<file path="config.mk">
export PLATFORM = sky130hd
export DESIGN_NAME = fetch_stage
export DESIGN_NICKNAME = d
export VERILOG_FILES = /design/src/rtl/rv32_pkg.sv /design/src/rtl/if_pp_reg.sv /design/src/rtl/fetch_stage.sv
export SDC_FILE = /design/constraint.sdc
export NUM_CORES = 1
export LEC_CHECK = 0
export BUFFER_PORTS_ARGS = -buffer_cell sky130_fd_sc_hd__buf_2
export CORE_MARGIN = 3
export CORE_UTILIZATION = 50
export DETAILED_ROUTE_END_ITERATION = 10
export MAX_ROUTING_LAYER = met4
export PLACE_DENSITY = 0.78
export SLEW_MARGIN = 20
export SYNTH_ARGS = -nofsm -noshare
export SYNTH_HDL_FRONTEND = slang
export SYNTH_SLANG_ARGS = --single-unit
export TNS_END_PERCENT = 100
</file>
<file path="constraint.sdc">
create_clock -name i_clk -period 2 [get_ports i_clk]
set_input_delay 0.3 -clock i_clk [delete_from_list [all_inputs] [get_ports i_clk]]
set_output_delay 0.3 -clock i_clk [all_outputs]
set_load 0.1 [all_outputs]
</file>
<file path="src/rtl/rv32_pkg.sv">
// Shared RV32I pipeline definitions: reset/bubble constants, fetch FSM states
// and the IF->DE/EX pipeline register layout.
package rv32_pkg;

  localparam int          XLEN     = 32;
  localparam logic [31:0] RESET_PC = 32'h0000_0000;
  localparam logic [31:0] NOP_INST = 32'h0000_0013;  // addi x0,x0,0

  typedef enum logic [1:0] {
    S_BOOT = 2'd0,
    S_REQ  = 2'd1,
    S_WAIT = 2'd2,
    S_HOLD = 2'd3
  } fetch_state_e;

  typedef struct packed {
    logic [XLEN-1:0] pc;
    logic [31:0]     inst;
    logic            valid;
  } if_pp_t;

endpackage

</file>
<file path="src/rtl/if_pp_reg.sv">
// IF->DE/EX pipeline register. Priority: flush > load > stall (hold) > bubble.
module if_pp_reg #(
  parameter int          XLEN = 32,
  parameter logic [31:0] NOP  = 32'h0000_0013
) (
  input  logic            clk,
  input  logic            rst_n,
  input  logic            flush,
  input  logic            stall,
  input  logic            load,
  input  logic [XLEN-1:0] ld_pc,
  input  logic [31:0]     ld_inst,
  output logic [XLEN-1:0] pp_pc,
  output logic [31:0]     pp_inst,
  output logic            pp_valid
);
  import rv32_pkg::*;

  if_pp_t pp;

  always_ff @(posedge clk or negedge rst_n) begin
    if (!rst_n) begin
      pp.pc    <= '0;
      pp.inst  <= NOP;
      pp.valid <= 1'b0;
    end else if (flush) begin
      pp.pc    <= '0;
      pp.inst  <= NOP;
      pp.valid <= 1'b0;
    end else if (load) begin
      pp.pc    <= ld_pc;
      pp.inst  <= ld_inst;
      pp.valid <= 1'b1;
    end else if (!stall) begin
      // bubble keeps the previous pc so downstream debug still sees a sane value
      pp.inst  <= NOP;
      pp.valid <= 1'b0;
    end
  end

  assign pp_pc    = pp.pc;
  assign pp_inst  = pp.inst;
  assign pp_valid = pp.valid;

endmodule

</file>
<file path="src/rtl/fetch_stage.sv">
// RV32I fetch stage: owns the PC, issues one imem request at a time, and feeds
// the IF->DE/EX register with flush squashing and a one-entry stall hold buffer.
module fetch_stage #(
  parameter int              XLEN     = 32,
  parameter logic [XLEN-1:0] RESET_PC = rv32_pkg::RESET_PC,
  parameter logic [31:0]     NOP_INST = rv32_pkg::NOP_INST
) (
  input  logic            i_clk,
  input  logic            i_rst_n,
  input  logic            i_flush,
  input  logic [XLEN-1:0] i_br_target,
  input  logic            i_stall,
  output logic            o_imem_req,
  output logic [XLEN-1:0] o_imem_addr,
  input  logic            i_imem_rvalid,
  input  logic [31:0]     i_imem_rdata,
  output logic [XLEN-1:0] o_pc_pp,
  output logic [31:0]     o_inst_pp,
  output logic            o_valid_pp
);
  import rv32_pkg::*;

  fetch_state_e    state, state_nxt;
  logic [XLEN-1:0] pc, pc_nxt;
  logic            drop, drop_nxt;
  logic [XLEN-1:0] hold_pc, hold_pc_nxt;
  logic [31:0]     hold_inst, hold_inst_nxt;

  logic            flush_act;
  logic            pp_load;
  logic [XLEN-1:0] pp_ld_pc;
  logic [31:0]     pp_ld_inst;

  assign flush_act   = i_flush && (state != S_BOOT);
  assign o_imem_req  = (state == S_REQ);
  assign o_imem_addr = pc;

  always_ff @(posedge i_clk or negedge i_rst_n) begin
    if (!i_rst_n) begin
      state     <= S_BOOT;
      pc        <= RESET_PC;
      drop      <= 1'b0;
      hold_pc   <= '0;
      hold_inst <= '0;
    end else begin
      state     <= state_nxt;
      pc        <= pc_nxt;
      drop      <= drop_nxt;
      hold_pc   <= hold_pc_nxt;
      hold_inst <= hold_inst_nxt;
    end
  end

  always_comb begin
    state_nxt     = state;
    pc_nxt        = pc;
    drop_nxt      = drop;
    hold_pc_nxt   = hold_pc;
    hold_inst_nxt = hold_inst;
    pp_load       = 1'b0;
    pp_ld_pc      = pc;
    pp_ld_inst    = i_imem_rdata;

    case (state)
      S_BOOT: state_nxt = S_REQ;
      S_REQ:  state_nxt = S_WAIT;
      S_WAIT: begin
        if (i_imem_rvalid) begin
          if (drop) begin
            drop_nxt  = 1'b0;
            state_nxt = S_REQ;
          end else if (!i_stall) begin
            pp_load   = 1'b1;
            pc_nxt    = pc + XLEN'(4);
            state_nxt = S_REQ;
          end else begin
            hold_pc_nxt   = pc;
            hold_inst_nxt = i_imem_rdata;
            pc_nxt        = pc + XLEN'(4);
            state_nxt     = S_HOLD;
          end
        end
      end
      S_HOLD: begin
        if (!i_stall) begin
          pp_load       = 1'b1;
          pp_ld_pc      = hold_pc;
          pp_ld_inst    = hold_inst;
          hold_pc_nxt   = '0;
          hold_inst_nxt = '0;
          state_nxt     = S_REQ;
        end
      end
      default: state_nxt = S_BOOT;
    endcase

    if (flush_act) begin
      pp_load       = 1'b0;
      pc_nxt        = i_br_target & ~XLEN'(3);
      hold_pc_nxt   = '0;
      hold_inst_nxt = '0;
      // A request issued this cycle (S_REQ) or still unanswered (S_WAIT) will
      // return a stale word; wait for it and throw it away before refetching.
      if ((state == S_REQ) || (state == S_WAIT && !i_imem_rvalid)) begin
        drop_nxt  = 1'b1;
        state_nxt = S_WAIT;
      end else begin
        drop_nxt  = 1'b0;
        state_nxt = S_REQ;
      end
    end
  end

  if_pp_reg #(
    .XLEN (XLEN),
    .NOP  (NOP_INST)
  ) u_if_pp_reg (
    .clk      (i_clk),
    .rst_n    (i_rst_n),
    .flush    (flush_act),
    .stall    (i_stall),
    .load     (pp_load),
    .ld_pc    (pp_ld_pc),
    .ld_inst  (pp_ld_inst),
    .pp_pc    (o_pc_pp),
    .pp_inst  (o_inst_pp),
    .pp_valid (o_valid_pp)
  );

endmodule

</file>
==> impl_metrics.env <==
export IMPL_grt_pass1_wl_um=35880
export IMPL_antenna_left=0
export IMPL_cts_tree="built"
export IMPL_yosys_warnings=0
export IMPL_path_class="reg -> reg"
export IMPL_final_max_slew_violation_count=0
export IMPL_syn_instance_count=866
export IMPL_vias_per_cell=5.798
export IMPL_clock_latency_ns=0.42
export IMPL_r2r_start="state[0]"
export IMPL_crit_fanout=25
export IMPL_async_reset_ff_share_pct=100.0
export IMPL_ys_top_cells_by_area="dfrtp_1 (50%), nand2_1 (11%), a21oi_1 (5.5%), mux2i_1 (3.9%), a311oi_1 (3.5%)"
export IMPL_cts_clk_slew_worst_paths_ns=0.06
export IMPL_setup_viol_count_final=0
export IMPL_period_needed_ns=1.942
export IMPL_grt_pass1_vias=6806
export IMPL_drc=0
export IMPL_routed_wl_um=22300
export IMPL_die_x_um=131.7
export IMPL_cts_made_buffers=17
export IMPL_regToRegEndpoint="hold_pc[20]"
export IMPL_mostFrequentLayoutCell="nand2_1"
export IMPL_rows=45
export IMPL_synth_top_area_cell="dfrtp_1"
export IMPL_fin_nets=1102
export IMPL_synth_seq_cells=162
export IMPL_arrival_ns=2.25
export IMPL_syn_area_mm2=0.007896
export IMPL_startpoint="state[0]"
export IMPL_synth_top_area_share_pct=50.39
export IMPL_htree_levels=4
export IMPL_dp_cells=1216
export IMPL_io_pin_count=167
export IMPL_antenna_found_initial=0
export IMPL_core_area_mm2=0.01531
export IMPL_grt_use_total_pct=26.26
export IMPL_period_share_pct=97.09
export IMPL_clock_root_buffer="clkbuf_16"
export IMPL_hp_class="in -> reg"
export IMPL_crit_path_end_kind="flip-flop"
export IMPL_rsz0062_at_grt="yes"
export IMPL_antennaDiodeCount=0
export IMPL_fmax_mhz=515.0
export IMPL_dp_hpwl_um=14760
export IMPL_drt_iter0_drc=550
export IMPL_gr_total_overflow=0
export IMPL_cp_start_kind="flip-flop"
export IMPL_mostFrequentLayoutCells="nand2_1 (236), buf_2 (161), dfrtp_1 (134), a21oi_1 (65), nor2_1 (56)"
export IMPL_cp_required_ns=2.30
export IMPL_avgSynthCellArea_um2=9.118
export IMPL_status="finished, final reports clean"
export IMPL_cts_sinks=162
export IMPL_relSlewSlack_pct=61.70
export IMPL_dieArea_mm2=0.01734
export IMPL_reg2reg_slack_ns=0.06
export IMPL_synthFlopType="dfrtp_1"
export IMPL_yosysUniqueCellTypes=59
export IMPL_grt_max_degree=62
export IMPL_worstSetupEndpoint="hold_pc[20]"
export IMPL_reg2reg_depth=9
export IMPL_die_height_um=131.7
export IMPL_synth_edf_count=0
export IMPL_skew_ns=0.007278
export IMPL_firstDrtPassIters=5
export IMPL_final_cells=1252
export IMPL_start_util_pct=51.56
export IMPL_cap_violations=0
export IMPL_area_delta_synth_final_pct=26.60
export IMPL_tightestPinTransition_ns=0.5585
export IMPL_finalHoldViolations=0
export IMPL_layout_drive_gt1_share_pct=30.74
export IMPL_io_buffer_count=162
export IMPL_place_congestion=0.9512
export IMPL_cts_buffer_depth=2
export IMPL_ys_seq_area_share_pct=51.39
export IMPL_routedWlPerCell_um=17.81
export IMPL_vias=7259
## critical path, stage by stage (launching register included)
cell	delay, ns
dfrtp_1	0.38
inv_1	0.08
ha_1	0.16
and2b_2	0.26
a21oi_2	0.17
buf_4	0.17
nor3_4	0.05
buf_6	0.14
buf_16	0.17
a32o_1	0.26
## cell usage after synthesis (3+ instances only)
| cell | n |
|---|---|
| a2bb2oi_1 | 3 |
| a41oi_1 | 4 |
| nor2_1 | 57 |
| mux2i_1 | 31 |
| a22oi_1 | 3 |
| buf_2 | 27 |
| ha_1 | 5 |
| nand3_1 | 15 |
| a32o_1 | 7 |
| or3_1 | 5 |
| dfstp_2 | 3 |
| a211oi_1 | 3 |
| buf_4 | 14 |
| nand2_1 | 236 |
| nor4_4 | 3 |
| nor3_1 | 6 |
| a21oi_1 | 86 |
| dfrtp_1 | 159 |
| clkbuf_1 | 25 |
| and3_1 | 9 |
| nand2b_1 | 6 |
| a31oi_1 | 4 |
| o21ai_1 | 7 |
| nor2b_1 | 3 |
| o311ai_0 | 3 |
| o21ai_0 | 43 |
| nand4_1 | 9 |
| buf_1 | 4 |
| a311oi_1 | 32 |
| o22ai_1 | 10 |
| and2_1 | 4 |
## area by class of cell
type,instances,area (um^2)
multi-input cells,632,3598
flip-flops and latches,162,4099
repair buffers,213,1426
inverters,2,7.507
clock inverters,12,165.2
well taps,211,264.0
clock buffers,20,436.7
fillers,1238,5318
## sequential cells by signal (all words and copies together) (netlist names)
name,flops
drop,1
hold_inst,32
hold_pc,32
o_imem_addr,30
state,2
u_if_pp_reg.pp_inst,32
u_if_pp_reg.pp_pc,32
u_if_pp_reg.pp_valid,1
## timing repair
action,in CTS,in global routing
hold buffers,1,0
cloned,1,1
resized for setup,4,27
setup buffers,2,0
hold endpoints to repair,41,0
pin swaps,1,1
setup endpoints to repair,22,60
## per-layer routing
layer | global-route usage (%) | wire, um
met3 | 4.939 | 1735
met5 | - | 0
met2 | 38.74 | 10370
met4 | 9.218 | 631
met1 | 36.65 | 9561
## worst min-delay path by stage
stage | cells after the start | endpoint | slack [ns] | start
after CTS | 3 | hold_inst[18] | 0.10 | i_imem_rdata[18]
after global routing | 3 | hold_inst[18] | 0.11 | i_imem_rdata[18]
after floorplan | 0 | drop | 0.004 | i_rst_n
after detailed placement | 1 | u_if_pp_reg.pp_pc[10] | 0.26 | i_rst_n
final | 3 | hold_inst[13] | 0.12 | i_imem_rdata[13]
after global placement | 1 | u_if_pp_reg.pp_pc[10] | 0.26 | i_rst_n
## stage by stage
stage                     setup WS [ns]  util, %  area [um^2]  hold WS (ns)   TNS, ns
after floorplan                -0.01412        -         7941      0.004409  -0.01412
after global placement          0.07034    60.17         9215        0.2619         0
after detailed placement       -0.01456    60.17         9215        0.2625  -0.02555
after CTS                       0.01458    64.49         9876        0.1049         0
after global routing           -0.04170    65.28         9997        0.1099   -0.3108
final                           0.05816    65.28         9997        0.1181         0
## kinds of logic (layout without fill, tap and decap cells)
kind of cell    Yosys count  after routing  synth area share [%]
mux                      32             32                 4.120
buf+inv                  73            247                 4.658
flops                   162            162                 51.39
fa+ha+maj                 5              5                0.7923
other cells               1              2               0.04749
simple gates            371            371                 21.23
compound gates          222            222                 17.76
Power is left out: the tool's default activity adds up to more than one toggle a clock period on the data nets, which glitch-free logic cannot reach.
